--- config.mk ---
export PLATFORM = sky130hd
export DESIGN_NAME = sw_debounce
export DESIGN_NICKNAME = d
export VERILOG_FILES = /design/src/rtl/gpio_pkg.sv /design/src/rtl/debounce_channel.sv /design/src/rtl/sw_debounce.sv
export SDC_FILE = /design/constraint.sdc
export NUM_CORES = 1
export LEC_CHECK = 0
export CAP_MARGIN = 20
export CORE_UTILIZATION = 45
export CTS_BUF_LIST = sky130_fd_sc_hd__clkbuf_8
export CTS_CLUSTER_DIAMETER = 120
export CTS_CLUSTER_SIZE = 30
export DETAILED_ROUTE_END_ITERATION = 10
export GPL_TIMING_DRIVEN = 0
export PLACE_DENSITY = 0.77
export SKIP_LAST_GASP = 1
export SLEW_MARGIN = 20
export SYNTH_ARGS = -nofsm -noshare
export SYNTH_HDL_FRONTEND = slang
export SYNTH_SLANG_ARGS = --single-unit
--- constraint.sdc ---
create_clock -name clk -period 1.55 [get_ports clk]
set_clock_uncertainty 0.05 [all_clocks]
set_input_delay 0.2325 -clock clk [delete_from_list [all_inputs] [get_ports clk]]
set_output_delay 0.2325 -clock clk [all_outputs]
set_load 0.005 [all_outputs]
--- src/rtl/gpio_pkg.sv ---
// Shared gpio constants: debounce defaults, synchronizer depth and counter sizing.
package gpio_pkg;

    localparam int unsigned DEF_DATA_WIDTH   = 4;
    localparam int unsigned DEF_TICK_DIV     = 1000;
    localparam int unsigned DEF_STABLE_TICKS = 10;
    localparam int unsigned SYNC_STAGES      = 2;

    // Debounce counter width; a single-tick threshold still needs one bit.
    function automatic int unsigned cnt_width(input int unsigned stable_ticks);
        return (stable_ticks > 1) ? $clog2(stable_ticks) : 1;
    endfunction

endpackage

--- src/rtl/debounce_channel.sv ---
// One debounce channel: counts mismatching sample ticks and accepts a new level
// after STABLE_TICKS in a row, emitting a single-cycle rise or fall pulse.
module debounce_channel
    import gpio_pkg::*;
#(
    parameter int unsigned STABLE_TICKS = DEF_STABLE_TICKS
) (
    input  logic clk,
    input  logic rst,
    input  logic s,
    input  logic tick,
    output logic sw_clean,
    output logic rise,
    output logic fall,
    output logic accept_c
);

    localparam int unsigned    CW       = cnt_width(STABLE_TICKS);
    localparam logic [CW-1:0] CNT_LAST = CW'(STABLE_TICKS - 1);

    logic [CW-1:0] cnt_q;
    logic          mismatch_c;

    assign mismatch_c = s ^ sw_clean;
    assign accept_c   = mismatch_c && tick && (cnt_q == CNT_LAST);

    // Any agreeing cycle clears the run, so a bounce never accumulates.
    always_ff @(posedge clk or posedge rst) begin
        if (rst) begin
            cnt_q    <= '0;
            sw_clean <= 1'b0;
            rise     <= 1'b0;
            fall     <= 1'b0;
        end else begin
            rise <= accept_c & s;
            fall <= accept_c & ~s;
            if (!mismatch_c) begin
                cnt_q <= '0;
            end else if (accept_c) begin
                cnt_q    <= '0;
                sw_clean <= s;
            end else if (tick) begin
                cnt_q <= cnt_q + CW'(1);
            end
        end
    end

endmodule

--- src/rtl/sw_debounce.sv ---
// Multi-channel switch debouncer: synchronizer, shared sample-tick prescaler,
// per-channel debounce and a summary change pulse.
module sw_debounce
    import gpio_pkg::*;
#(
    parameter int unsigned DATA_WIDTH   = DEF_DATA_WIDTH,
    parameter int unsigned TICK_DIV     = DEF_TICK_DIV,
    parameter int unsigned STABLE_TICKS = DEF_STABLE_TICKS
) (
    input  logic                  clk,
    input  logic                  rst,
    input  logic [DATA_WIDTH-1:0] sw_raw,
    output logic [DATA_WIDTH-1:0] sw_clean,
    output logic [DATA_WIDTH-1:0] rise,
    output logic [DATA_WIDTH-1:0] fall,
    output logic                  change
);

    localparam int unsigned    PW       = $clog2(TICK_DIV);
    localparam logic [PW-1:0] PRE_LAST = PW'(TICK_DIV - 1);

    logic [SYNC_STAGES-1:0][DATA_WIDTH-1:0] sync_q;
    logic [PW-1:0]                          pre_q;
    logic                                   tick_c;
    logic [DATA_WIDTH-1:0]                  accept_c;

    // Metastability synchronizer on the raw board levels.
    always_ff @(posedge clk or posedge rst) begin
        if (rst) begin
            sync_q <= '0;
        end else begin
            sync_q[0] <= sw_raw;
            for (int unsigned k = 1; k < SYNC_STAGES; k++) begin
                sync_q[k] <= sync_q[k-1];
            end
        end
    end

    // Free-running sample-tick prescaler.
    always_ff @(posedge clk or posedge rst) begin
        if (rst) begin
            pre_q <= '0;
        end else if (pre_q == PRE_LAST) begin
            pre_q <= '0;
        end else begin
            pre_q <= pre_q + PW'(1);
        end
    end

    assign tick_c = (pre_q == PRE_LAST);

    for (genvar i = 0; i < DATA_WIDTH; i++) begin : g_ch
        debounce_channel #(
            .STABLE_TICKS (STABLE_TICKS)
        ) u_ch (
            .clk      (clk),
            .rst      (rst),
            .s        (sync_q[SYNC_STAGES-1][i]),
            .tick     (tick_c),
            .sw_clean (sw_clean[i]),
            .rise     (rise[i]),
            .fall     (fall[i]),
            .accept_c (accept_c[i])
        );
    end

    // Registered from the accept terms so it lines up with the rise/fall pulses.
    always_ff @(posedge clk or posedge rst) begin
        if (rst) begin
            change <= 1'b0;
        end else begin
            change <= |accept_c;
        end
    end

endmodule

* After elaboration in Yosys (flattened, before gate mapping) *
Index checks and enable logic that the tools add are counted.
W data, S select, Z words.

storage, ports and cells
  bits in latches = 0
  input bits = 6
  output and inout bits = 13
  bits in read-only memories = 0
  memories = 0
  flip-flop bits (word level) = 47
  RAM bits = 0

cells by class
  bitwise operators = 16
  equality and inequality tests = 9
  multiplexer cells = 13
  reduce and logical (&&, ||, !) cells = 13
  order comparisons = 0
  shift operators = 0
  $mul = 0
  add/subtract/negate cells = 5
  divide/modulo/power cells = 0

operators by type and width
  operator                 number
  $mux W4                  12
  $add A4 B1 Y4 const B    4
  $eq A4 B4 Y1 const B     4
  $add A10 B1 Y10 const B  1
  $eq A10 B10 Y1 const B   1
  $mux W10                 1
  $ne A3 B2 Y1 const B     3
  $and A1 B1 Y1            8
  $logic_and A1 B1 Y1      8
  $reduce_and A2 Y1        4
  $not A1 Y1               4
  $reduce_or A4 Y1         1
  $xor A1 B1 Y1            4
  $ne A3 B1 Y1 const B     1

* Longest topological paths before layout *
Gate-level depths: netlist of run 1.

  depth in word-level cells = 5
  gate-level depth with buffers = 6
  mapped depth without buffers = 6

* By module *
Synthesis of run 1 repeated with hierarchy kept, for this count alone.

unflattened totals
  cell total of the unflattened synthesis = 197
  area, all modules = 2200.9 µm²

modules (own cells, without submodules)
  module            cells each  area an instance (µm²)  instances  seq. area each (µm²)
  debounce_channel  35          365.4                   4          175.2
  sw_debounce       57          739.5                   1          475.5

* Least setup slack after synthesis of run 1 *
OpenSTA, ideal clock, no wires.

  path kind = register to register
  from = reg pre_q[3]
  to = reg g_ch[0].u_ch.cnt_q[3]
  path buffers = 0
  required time = 1.418 ns
  slack = -0.081 ns
  arrival = 1.499 ns
  setup time = 0.082 ns
  cell stages (with the launch flop) = 5
  cells stage by stage = dfrtp_1 > and4bb_4 > nand3_4 > or4b_1 > a31oi_1

on the way
  word-level cells in the longest chain between the ends = 5
  elaborated cells on any way between the ends = 6
  those cells by class = 2 x eq/ne; 2 x mux; 2 x reduce/logical

RTL lines
  item                               RTL line                text
  start: declaration                 sw_debounce.sv:23       logic [PW-1:0] pre_q;
  start signal: assignment           sw_debounce.sv:46       pre_q <= pre_q + PW'(1);
  $eq A10 B10 Y1 *                   sw_debounce.sv:50       assign tick_c = (pre_q == PRE_LAST);
  $logic_and A1 B1 Y1 (2 in series)  debounce_channel.sv:25  assign accept_c = mismatch_c && tick && (cnt_q == CNT_LAST);
  $mux W4                            debounce_channel.sv:39  end else if (accept_c) begin
  $mux W4                            debounce_channel.sv:37  if (!mismatch_c) begin
  end signal: assignment             debounce_channel.sv:43  cnt_q <= cnt_q + CW'(1);
  end: declaration                   debounce_channel.sv:21  logic [CW-1:0] cnt_q;

Every way passes the cells marked *; elsewhere a longest branch is shown, timed or not.
A chain may end at the register's enable or synchronous reset.

* Final worst setup path of run 1 *
  from = reg pre_q[4]
  to = reg g_ch[0].u_ch.cnt_q[3]

Same word-level chain as after synthesis.

==> results of run 1 <==
==> per-stage QoR <==
stage / TNS, ns / instances / total power, mW / instance area [sq um] / hold WS, ns
after floorplan: -0.416 / 206 / 1.30 / 2220 / 0.214
after global placement: -37.95 / 291 / 1.32 / 2490 / 0.283
after detailed placement: -3.21 / 292 / 1.33 / 2510 / 0.287
after CTS: -1.78 / 315 / 2.38 / 2790 / 0.168
after global routing: -2.87 / 318 / 2.45 / 2920 / 0.187
final: -1.84 / 318 / 2.36 / 2920 / 0.160
==> worst max-delay path, cell delays in order (launching register included) <==
cell	delay [ns]
dfrtp_1	0.39
and4bb_4	0.39
nand3_4	0.13
or4b_1	0.49
a31oi_1	0.17
==> routing by layer <==
| metal | up-vias | wire length (um) | global-route usage [%] |
|---|---|---|---|
| li1 | 789 | - | - |
| met1 | 806 | 1830 | 20.2 |
| met2 | 28 | 2060 | 30.4 |
| met3 | 6 | 169 | 5.14 |
| met4 | 0 | 51 | 5.88 |
| met5 | - | 0 | 0 |
==> cells in the final DEF (no fill, tap or decap), drive strengths merged <==
master,netlist,layout
a21oi,17,17
a22o,1,1
a31oi,3,3
a41o,1,1
and2,2,2
and3,2,2
and3b,2,2
and4,2,2
and4bb,1,1
buf,14,33
bufinv,0,2
clkbuf,2,6
clkdlybuf4s50,0,11
clkinvlp,0,1
dfrtp,47,47
dlygate4sd2,0,2
dlymetal6s2s,0,5
ha,9,9
inv,8,8
mux2,4,4
nand2,19,19
nand2b,3,3
nand3,9,10
nand3b,1,1
nor2,12,12
nor2b,3,3
nor3,1,1
nor3b,6,6
nor4,1,1
o21ai,10,10
or3,10,10
or4,3,3
or4b,2,2
xnor2,7,7
xor2,4,4
==> state kept, by name (all words and copies together) (netlist names) <==
signal and flops:
g_ch.u_ch.cnt_q 16, pre_q 10, g_ch.u_ch.sw_clean 4, change 1
sync_q 8, g_ch.u_ch.fall 4, g_ch.u_ch.rise 4
==> power breakdown <==
part | internal [mW] | switching (mW)
clock network | 0.643 | 0.409
registers | 1.24 | 0.00888
logic | 0.0238 | 0.0360
==> worst paths after layout <==
| path | startpoint | to | slack (ns) | cells after the start |
|---|---|---|---|---|
| min in group clk | sw_raw[3] | sync_q[3]$_DFF_PP0_ | 0.31 | 1 |
| min reg2reg | sync_q[3]$_DFF_PP0_ | sync_q[7]$_DFF_PP0_ | 0.31 | 0 |
| max in group asynchronous | rst | pre_q[2]$_DFF_PP0_ | 0.79 | 3 |
| max | pre_q[4]$_DFF_PP0_ | g_ch[0].u_ch.cnt_q[3]$_DFFE_PP0P_ | -0.15 | 4 |
| min | rst | g_ch[3].u_ch.cnt_q[3]$_DFFE_PP0P_ | 0.16 | 2 |
| max reg2reg | pre_q[4]$_DFF_PP0_ | g_ch[0].u_ch.cnt_q[3]$_DFFE_PP0P_ | -0.15 | 4 |
==> layout make-up <==
class / count / area, sq um / area share [%]
Multi-Input combinational cell: 136 / 1010 / 34.5
Timing Repair Buffer: 36 / 343 / 11.7
Inverter: 8 / 30.0 / 1.03
Tap cell: 67 / 83.8 / 2.87
Sequential cell: 47 / 1180 / 40.4
Clock inverter: 3 / 67.6 / 2.32
Buffer: 16 / 139 / 4.76
Clock buffer: 5 / 68.8 / 2.36
==> synthesized netlist by cell type (all sizes together) <==
library cell,number
dfrtp,47
nand2,19
a21oi,17
buf,14
nor2,12
o21ai,10
or3,10
ha,9
nand3,9
inv,8
xnor2,7
nor3b,6
mux2,4
xor2,4
a31oi,3
nand2b,3
nor2b,3
or4,3
and2,2
and3,2
and3b,2
and4,2
clkbuf,2
or4b,2
a22o,1
a41o,1
and4bb,1
nand3b,1
nor3,1
nor4,1
==> what timing repair did <==
| item | in CTS | in global routing |
|---|---|---|
| setup buffers | 12 | 3 |
| pin swaps | 14 | 4 |
| endpoints found under the hold margin | 0 | 0 |
| endpoints found under the setup margin | 29 | 35 |
| resized for setup | 13 | 29 |
| cloned | 3 | 0 |
==> cell families after synthesis <==
| logic type | count (synthesis) |
|---|---|
| compound gates | 32 |
| xor+xnor | 11 |
| fa+ha+maj | 9 |
| buf+inv | 24 |
| flops | 47 |
| mux | 4 |
| simple gates | 79 |
==> impl_results.md, run 1 <==
* Status: finished with violations
* Failing checks: setup timing
* Syn Inst Count at 206
* Largest net degree at the start of global routing at 33
* First-pass GRT wire length at 6.84 mm
* DRC Markers at 0
* Via Count at 1,629
* Final Critical Period at 1.70 ns
* FP Rows at 25
* Final Hold Viols at 0
* Via density at 5.12
* CP Capture Type: register
* Crit path launch type: register
* Area delta synth->final at 32.7%
* Post-Syn Nets at 221
* Inserted Clock Buffers at 5
* Synth Area in Compound Gates at 7.85%
* Post-place setup slack at -0.244 ns
* DP HPWL at 2.48 mm
* Setup Viol. Count Final at 20
* Max-cap violations at 0
* Post-Synth Simple-Gate Area at 20.8%
* Root Driver: clkbuf_8
* Adder-Cell Fraction of Synth Area at 5.12%
* DRT Wirelength at 4.11 mm
* Initial Util at 46.6%
* Yosys top cell area share at 53.5%
* Worst-Margin Slew at 0.433 ns
* Wirelength per Cell at 12.9 um
* Hold Crit Class: primary input to async pin
* Largest family of logic cells by synthesized area: simple AND/OR/NAND/NOR gates
* Worst Setup Slack, final at -0.146 ns
* Clk buf depth at 2
* Initial antenna violation count at 0
* Final Max Slew Viols at 0
* Post-route ant nets at 0
* Total GRT Usage at 17.3%
* Die area at 5170 sq um
* Final nets at 265
* Final core utilization at 61.8%
* Mean area per synthesized cell at 10.7 sq um
* Placer Congestion at 0.789
* Vias in the first global route at 1,541
* Die height at 71.9 um
* RSZ-0062 raised after global routing: true
* Warnings from Yosys at 0
* Leakage at 1.37 nW
* Share of post-route cells with drive strength above 1 at 29.1%
* Clock sink total at 47
* GRT overflow at 0
* Req. time, crit path at 1.73 ns
* Worst-path clk slew at 0.09 ns
* Max_slew headroom at 70.9%
* Core area at 4720 sq um
* Worst skew pair latency at 0.31 ns
* CTS tree: built
* Sequential fraction of the synthesis area at 53.5%
* ANT cells at 0
* Unique masters post-synth at 32
* Fill cells at 365
* Largest cells by area after synthesis: dfrtp_1 53%, ha_1 5.1%, buf_4 4.4%
* Fmax at 590 MHz
* Critical path type: register to register
* Pwr dens at 807 nW/um^2
* First drt pass iteration count at 4
* Die outline width at 71.9 um
* IO buf count at 18
* Ports at 19
* Final worst-path cycle share at 109%
* Synth Area in XOR/XNOR at 4.38%
* Worst VDD drop at 0.674 mV
* DR iter-0 viols at 61
* Synth Register Bits at 47
* Crit-path max FO at 5
* Multiplexer area fraction after synthesis at 2.05%
* CTS H-Tree Depth at 2
* Critical Path AT at 1.88 ns
* Hold buffer count at cts at 0
* Synth Cell Area at 2200 sq um
* Area leader, netlist: dfrtp_1
Power figures use the tool's default switching activity.
==> run 2: changes to the inputs <==
Settings changed: PLACE_DENSITY 0.77 to 0.67.
==> impl_results.md, run 2 (same netlist as run 1, synthesis figures left out) <==
* Status: finished with violations
* Failing checks: setup timing
* Post-place setup slack at -0.238 ns (+0.00569 ns)
* Root Driver: clkbuf_8
* First drt pass iteration count at 4 (unchanged)
* Worst-path clk slew at 0.09 ns (about the same)
* Final Critical Period at 1.72 ns (+0.0286 ns)
* Max-cap violations at 0 (unchanged)
* Placer Congestion at 0.771 (-2.3%)
* Placed cells at 292 (unchanged)
* ANT cells at 0 (unchanged)
* Critical-path top delay cell: dfrtp_1
* CP Capture Type: register
* Final core utilization at 60.6% (-1.1 points)
* Largest net degree at the start of global routing at 35 (+6.1%)
* Via density at 5.00 (-2.5%)
* DR iter-0 viols at 40 (-34%)
* Clock sink total at 47 (unchanged)
* Total GRT Usage at 16.1% (-1.1 points)
* Final Max Slew Viols at 0 (unchanged)
* RSZ-0062 raised after global routing: true
* Die height at 71.9 um (unchanged)
* Worst VDD drop at 0.658 mV (-2.4%)
* Pwr dens at 768 nW/um^2 (-4.9%)
* Area delta synth->final at 30.2%
* Uppermost routed layer: met4
* Max_slew headroom at 53.9% (-17 points)
* FP Rows at 25 (unchanged)
* Wirelength per Cell at 12.7 um (-1.9%)
* Placed cell area at 2510 sq um (unchanged)
* Hold Crit Class: primary input to async pin
* Share of post-route cells with drive strength above 1 at 28.6% (-0.45 points)
* DRC Markers at 0 (unchanged)
* Power Total at 2.20 mW (-6.7%)
* Initial Util at 46.6% (unchanged)
* Critical path type: register to register
* Commonest non-fill, non-tap cell in the layout: dfrtp_1
* CP peak stage delay at 0.40 ns (-0.09 ns)
* Worst hold slack at 0.139 ns (-0.0204 ns)
* DP HPWL at 2.46 mm (-0.64%)
* Worst-Margin Slew at 0.687 ns (+0.254 ns)
* Final Hold Viols at 0 (unchanged)
* Fill cells at 378 (+3.6%)
* Vias in the first global route at 1,429 (-7.3%)
* Leakage at 1.35 nW (-2.0%)
* TNS Setup at -3.20 ns (-1.35 ns)
* Via Count at 1,574 (-3.4%)
* Met3 routed WL at 117 um (-31%)
* M1 wire length at 1.88 mm (+2.8%)
* Req. time, crit path at 1.68 ns (-0.05 ns)
* First-pass GRT wire length at 6.46 mm (-5.5%)
* CTS H-Tree Depth at 2 (unchanged)
* Clk buf depth at 2 (unchanged)
* IO buf count at 18 (unchanged)
* Hold buffer count at cts at 0 (unchanged)
* Die outline width at 71.9 um (unchanged)
* Final worst-path cycle share at 111% (+1.8 points)
* CP Cell Sequence: and4bb_4 -> buf_4 -> and3_4 -> buf_8 -> nand2_4 -> mux2_2
* Metal2 WL at 1.96 mm (-4.8%)
* Die area at 5170 sq um (unchanged)
* Fmax at 580 MHz (-1.7%)
* Initial antenna violation count at 0 (unchanged)
* Critical Path AT at 1.86 ns (-0.02 ns)
* Post-route ant nets at 0 (unchanged)
* DRT Wirelength at 4.00 mm (-2.8%)
* Biggest register: g_ch.u_ch.cnt_q
* Final non-filler cell area at 2860 sq um (-1.8%)
* Inserted Clock Buffers at 5 (unchanged)
* Crit path launch type: register
* Worst Setup Slack, final at -0.174 ns (-0.0286 ns)
* Ports at 19 (unchanged)
* Largest regs: g_ch.u_ch.cnt_q (16), pre_q (10), sync_q (8)
* Core area at 4720 sq um (unchanged)
* CTS tree: built
* Final nets at 262 (-1.1%)
* GRT overflow at 0 (unchanged)
* Number of flip-flops under the largest register name at 16 (unchanged)
* Setup Viol. Count Final at 33 (+65%)
* Most frequent cells in the layout: 45 x dfrtp_1, 25 x buf_4, 16 x nand2_1, 12 x clkdlybuf4s50_1
* Worst skew pair latency at 0.30 ns (about the same)
* Crit-path max FO at 6 (+1)
* Final Non-Filler Cells at 315 (-0.94%)
[run 2: cell types whose count changed in the layout (fill, tap and decap cells not counted), moves of 2 or more]
cell     delta
buf_4       -2
nor3b_1     -2
nor3b_2     +2
xnor2_1     +2
xnor2_2     -2
[run 2: critical path: cells and delay by family, from the launching register on]
kind / cells / cell delay [ns]
simple gates: 3 / 0.63
flops: 1 / 0.40
mux: 1 / 0.27
buf+inv: 2 / 0.25
[run 2: layer usage]
metal  GRT usage, %  vias to the layer above
met1           21.8                      767
met5              0                        -
met2           26.2                       23
met3           4.17                        5
li1               -                      779
met4           4.14                        0
[run 2: cell type report]
cell class / count / area, sq um / share of cell area [%]
flip-flops and latches: 47 / 1180 / 41.2
multi-input cells: 135 / 986 / 34.4
repair buffers: 34 / 334 / 11.7
plain buffers: 16 / 139 / 4.85
well taps: 67 / 83.8 / 2.93
clock buffers: 5 / 68.8 / 2.40
clock inverters: 3 / 43.8 / 1.53
inverters: 8 / 30.0 / 1.05
[run 2: path summary, 6_finish.rpt]
kind / from / endpoint / slack (ns) / depth (start not counted)
max: pre_q[4]$_DFF_PP0_ / g_ch[2].u_ch.sw_clean$_DFFE_PP0P_ / -0.17 / 6
min: rst / g_ch[3].u_ch.sw_clean$_DFFE_PP0P_ / 0.14 / 2
max reg2reg: pre_q[4]$_DFF_PP0_ / g_ch[2].u_ch.sw_clean$_DFFE_PP0P_ / -0.17 / 6
min reg2reg: sync_q[1]$_DFF_PP0_ / sync_q[5]$_DFF_PP0_ / 0.30 / 0
max in group asynchronous: rst / pre_q[2]$_DFF_PP0_ / 0.81 / 3
min in group clk: sync_q[1]$_DFF_PP0_ / sync_q[5]$_DFF_PP0_ / 0.30 / 0
[run 2: timing repair]
item,4_1_cts,5_1_grt
setup buffers,6,8
gates cloned,1,0
pin swaps,14,3
resized for setup,11,27
setup endpoints to repair,30,32
[run 2: power breakdown]
group | internal, mW | switching, mW | leakage, nW | total, mW
Sequential | 1.24 | 0.00782 | 0.621 | 1.24
Combinational | 0.0225 | 0.0366 | 0.668 | 0.0591
Clock | 0.480 | 0.416 | 0.0581 | 0.896
==> run 3: changes to the inputs <==
Settings changed: PLACE_DENSITY 0.67 to default.
Clock period 1.55 ns to 1.63 ns, I/O delays scaled along.
==> impl_results.md, run 3 (same netlist as run 1, synthesis figures left out) <==
* FP Rows at 25 (unchanged)
* Worst-Margin Slew at 0.485 ns (-0.202 ns)
* Die area at 5170 sq um (unchanged)
* RSZ-0062 raised after global routing: true
* Total GRT Usage at 19.0% (+2.8 points)
* IO buf count at 18 (unchanged)
* Number of flip-flops under the largest register name at 16 (unchanged)
* Hold Crit Class: primary input to async pin
* ANT cells at 0 (unchanged)
* TNS Setup at -0.358 ns (+2.84 ns)
* First drt pass iteration count at 4 (unchanged)
* Ports at 19 (unchanged)
* Placed cell area at 2480 sq um (-1.0%)
* Critical Path End: g_ch[0].u_ch.cnt_q[1]$_DFFE_PP0P_
* Vias in the first global route at 1,660 (+16%)
* Max-cap violations at 0 (unchanged)
* Die height at 71.9 um (unchanged)
* Final Max Slew Viols at 0 (unchanged)
* Placed cells at 292 (unchanged)
* DRC Markers at 0 (unchanged)
* Largest net degree at the start of global routing at 28 (-20%)
* Crit-path max FO at 8 (+2)
* Hold buffer count at cts at 0 (unchanged)
* GRT overflow at 0 (unchanged)
* CTS H-Tree Depth at 2 (unchanged)
* Final Non-Filler Cells at 319 (+1.3%)
* Leakage at 1.27 nW (-6.0%)
* Final worst-path cycle share at 103% (-8.4 points)
* Post-route ant nets at 0 (unchanged)
* Req. time, crit path at 1.81 ns (+0.13 ns)
* Pwr dens at 669 nW/um^2 (-13%)
* First-pass GRT wire length at 7.50 mm (+16%)
* Worst skew pair latency at 0.29 ns (about the same)
* Share of post-route cells with drive strength above 1 at 25.8% (-2.8 points)
* Fmax at 596 MHz (+2.9%)
* Final non-filler cell area at 2830 sq um (-1.1%)
* Failing checks: setup timing
* Most frequent cells in the layout: 45 x dfrtp_1, 30 x buf_4, 18 x nand2_1, 17 x clkdlybuf4s50_1, 13 x a21oi_1
* Crit path launch type: register
* Crit Reg-Reg Startpoint: pre_q[3]$_DFF_PP0_
* Worst VDD drop at 0.474 mV (-28%)
* CP Capture Type: register
* Worst Setup Slack, final at -0.0465 ns (+0.128 ns)
* Max_slew headroom at 67.5% (+14 points)
* DP HPWL at 2.80 mm (+14%)
* Wirelength per Cell at 13.8 um (+9.1%)
* Inserted Clock Buffers at 5 (unchanged)
* Die outline width at 71.9 um (unchanged)
* Crit path from: pre_q[3]$_DFF_PP0_
* Final nets at 266 (+1.5%)
* Largest regs: g_ch.u_ch.cnt_q (16), pre_q (10), sync_q (8)
* Area delta synth->final at 28.7%
* DR iter-0 viols at 83 (+110%)
* CTS tree: built
* Critical Path AT at 1.85 ns (about the same)
* DRT Wirelength at 4.42 mm (+10%)
* Reg2reg setup slack at -0.05 ns (+0.13 ns)
* Root Driver: clkbuf_8
* Worst-path clk slew at 0.08 ns (about the same)
* Initial Util at 46.6% (unchanged)
* Clock sink total at 47 (unchanged)
* Final Critical Period at 1.68 ns (-0.0478 ns)
* Core area at 4720 sq um (unchanged)
* Worst reg2reg endpoint: g_ch[0].u_ch.cnt_q[1]$_DFFE_PP0P_
* Status: finished with violations
* Critical path type: register to register
* Biggest register: g_ch.u_ch.cnt_q
* Via density at 5.16 (+3.3%)
* Reg2Reg Depth at 5 (-1)
* Clk buf depth at 2 (unchanged)
* Placer Congestion at 0.738 (-4.3%)
* Via Count at 1,647 (+4.6%)
* Commonest non-fill, non-tap cell in the layout: dfrtp_1
* Final Hold Viols at 0 (unchanged)
* Initial antenna violation count at 0 (unchanged)
* Setup Viol. Count Final at 13 (-61%)
run 3: area by class of cell:
| class | count | area, sq um |
|---|---|---|
| plain buffers | 16 | 131 |
| clock buffers | 5 | 68.8 |
| clock inverters | 3 | 12.5 |
| fillers | 400 | 1890 |
| inverters | 8 | 30.0 |
| multi-input cells | 135 | 975 |
| flip-flops and latches | 47 | 1180 |
| well taps | 67 | 83.8 |
| repair buffers | 38 | 352 |
run 3: how the worst min path moves through the flow:
stage          cells after the start                 from  slack [ns]                                 to
4_1_cts                            2                  rst        0.24  g_ch[2].u_ch.sw_clean$_DFFE_PP0P_
2_1_floorplan                      0            sw_raw[0]        0.23                sync_q[0]$_DFF_PP0_
3_5_place_dp                       0  sync_q[0]$_DFF_PP0_        0.28                sync_q[4]$_DFF_PP0_
6_report                           2                  rst        0.22  g_ch[2].u_ch.sw_clean$_DFFE_PP0P_
5_1_grt                            2                  rst        0.27        g_ch[2].u_ch.rise$_DFF_PP0_
3_3_place_gp                       0  sync_q[0]$_DFF_PP0_        0.28                sync_q[4]$_DFF_PP0_
run 3: power breakdown:
group	switching [mW]	internal, mW
logic	0.0344	0.0220
clock network	0.366	0.289
registers	0.00894	1.17
total	0.410	1.49
run 3: critical path, stage by stage (launching register included):
cell and delay, ns:
dfrtp_1 0.38, and4bb_4 0.37, nand3_4 0.13, clkbuf_8 0.19
or3_4 0.37, a21oi_2 0.13
run 3: what timing repair did:
item	in CTS	in global routing
gates cloned	1	0
gates resized for setup	18	17
endpoints found under the setup margin	27	28
pin swaps	15	6
setup buffers	12	6
run 3: layer usage:
metal	GRT usage (%)	routed length (um)	vias up	part of all wire, %
li1	-	-	782	-
met1	24.1	2000	834	45
met2	32.5	2250	27	51
met3	2.92	121	4	2.7
met4	8.06	46	0	1.0
met5	0	0	-	0
run 3: metrics by stage:
step	utilization (%)	power [mW]	setup WS, ns	hold WS [ns]
floorplan	-	1.23	0.0116	0.226
CTS	57.6	1.92	-0.0595	0.240
detailed placement	52.6	1.26	-0.266	0.285
global placement	52.2	1.25	-0.680	0.282
finish	59.9	1.90	-0.0465	0.225
global route	59.9	1.97	-0.140	0.271
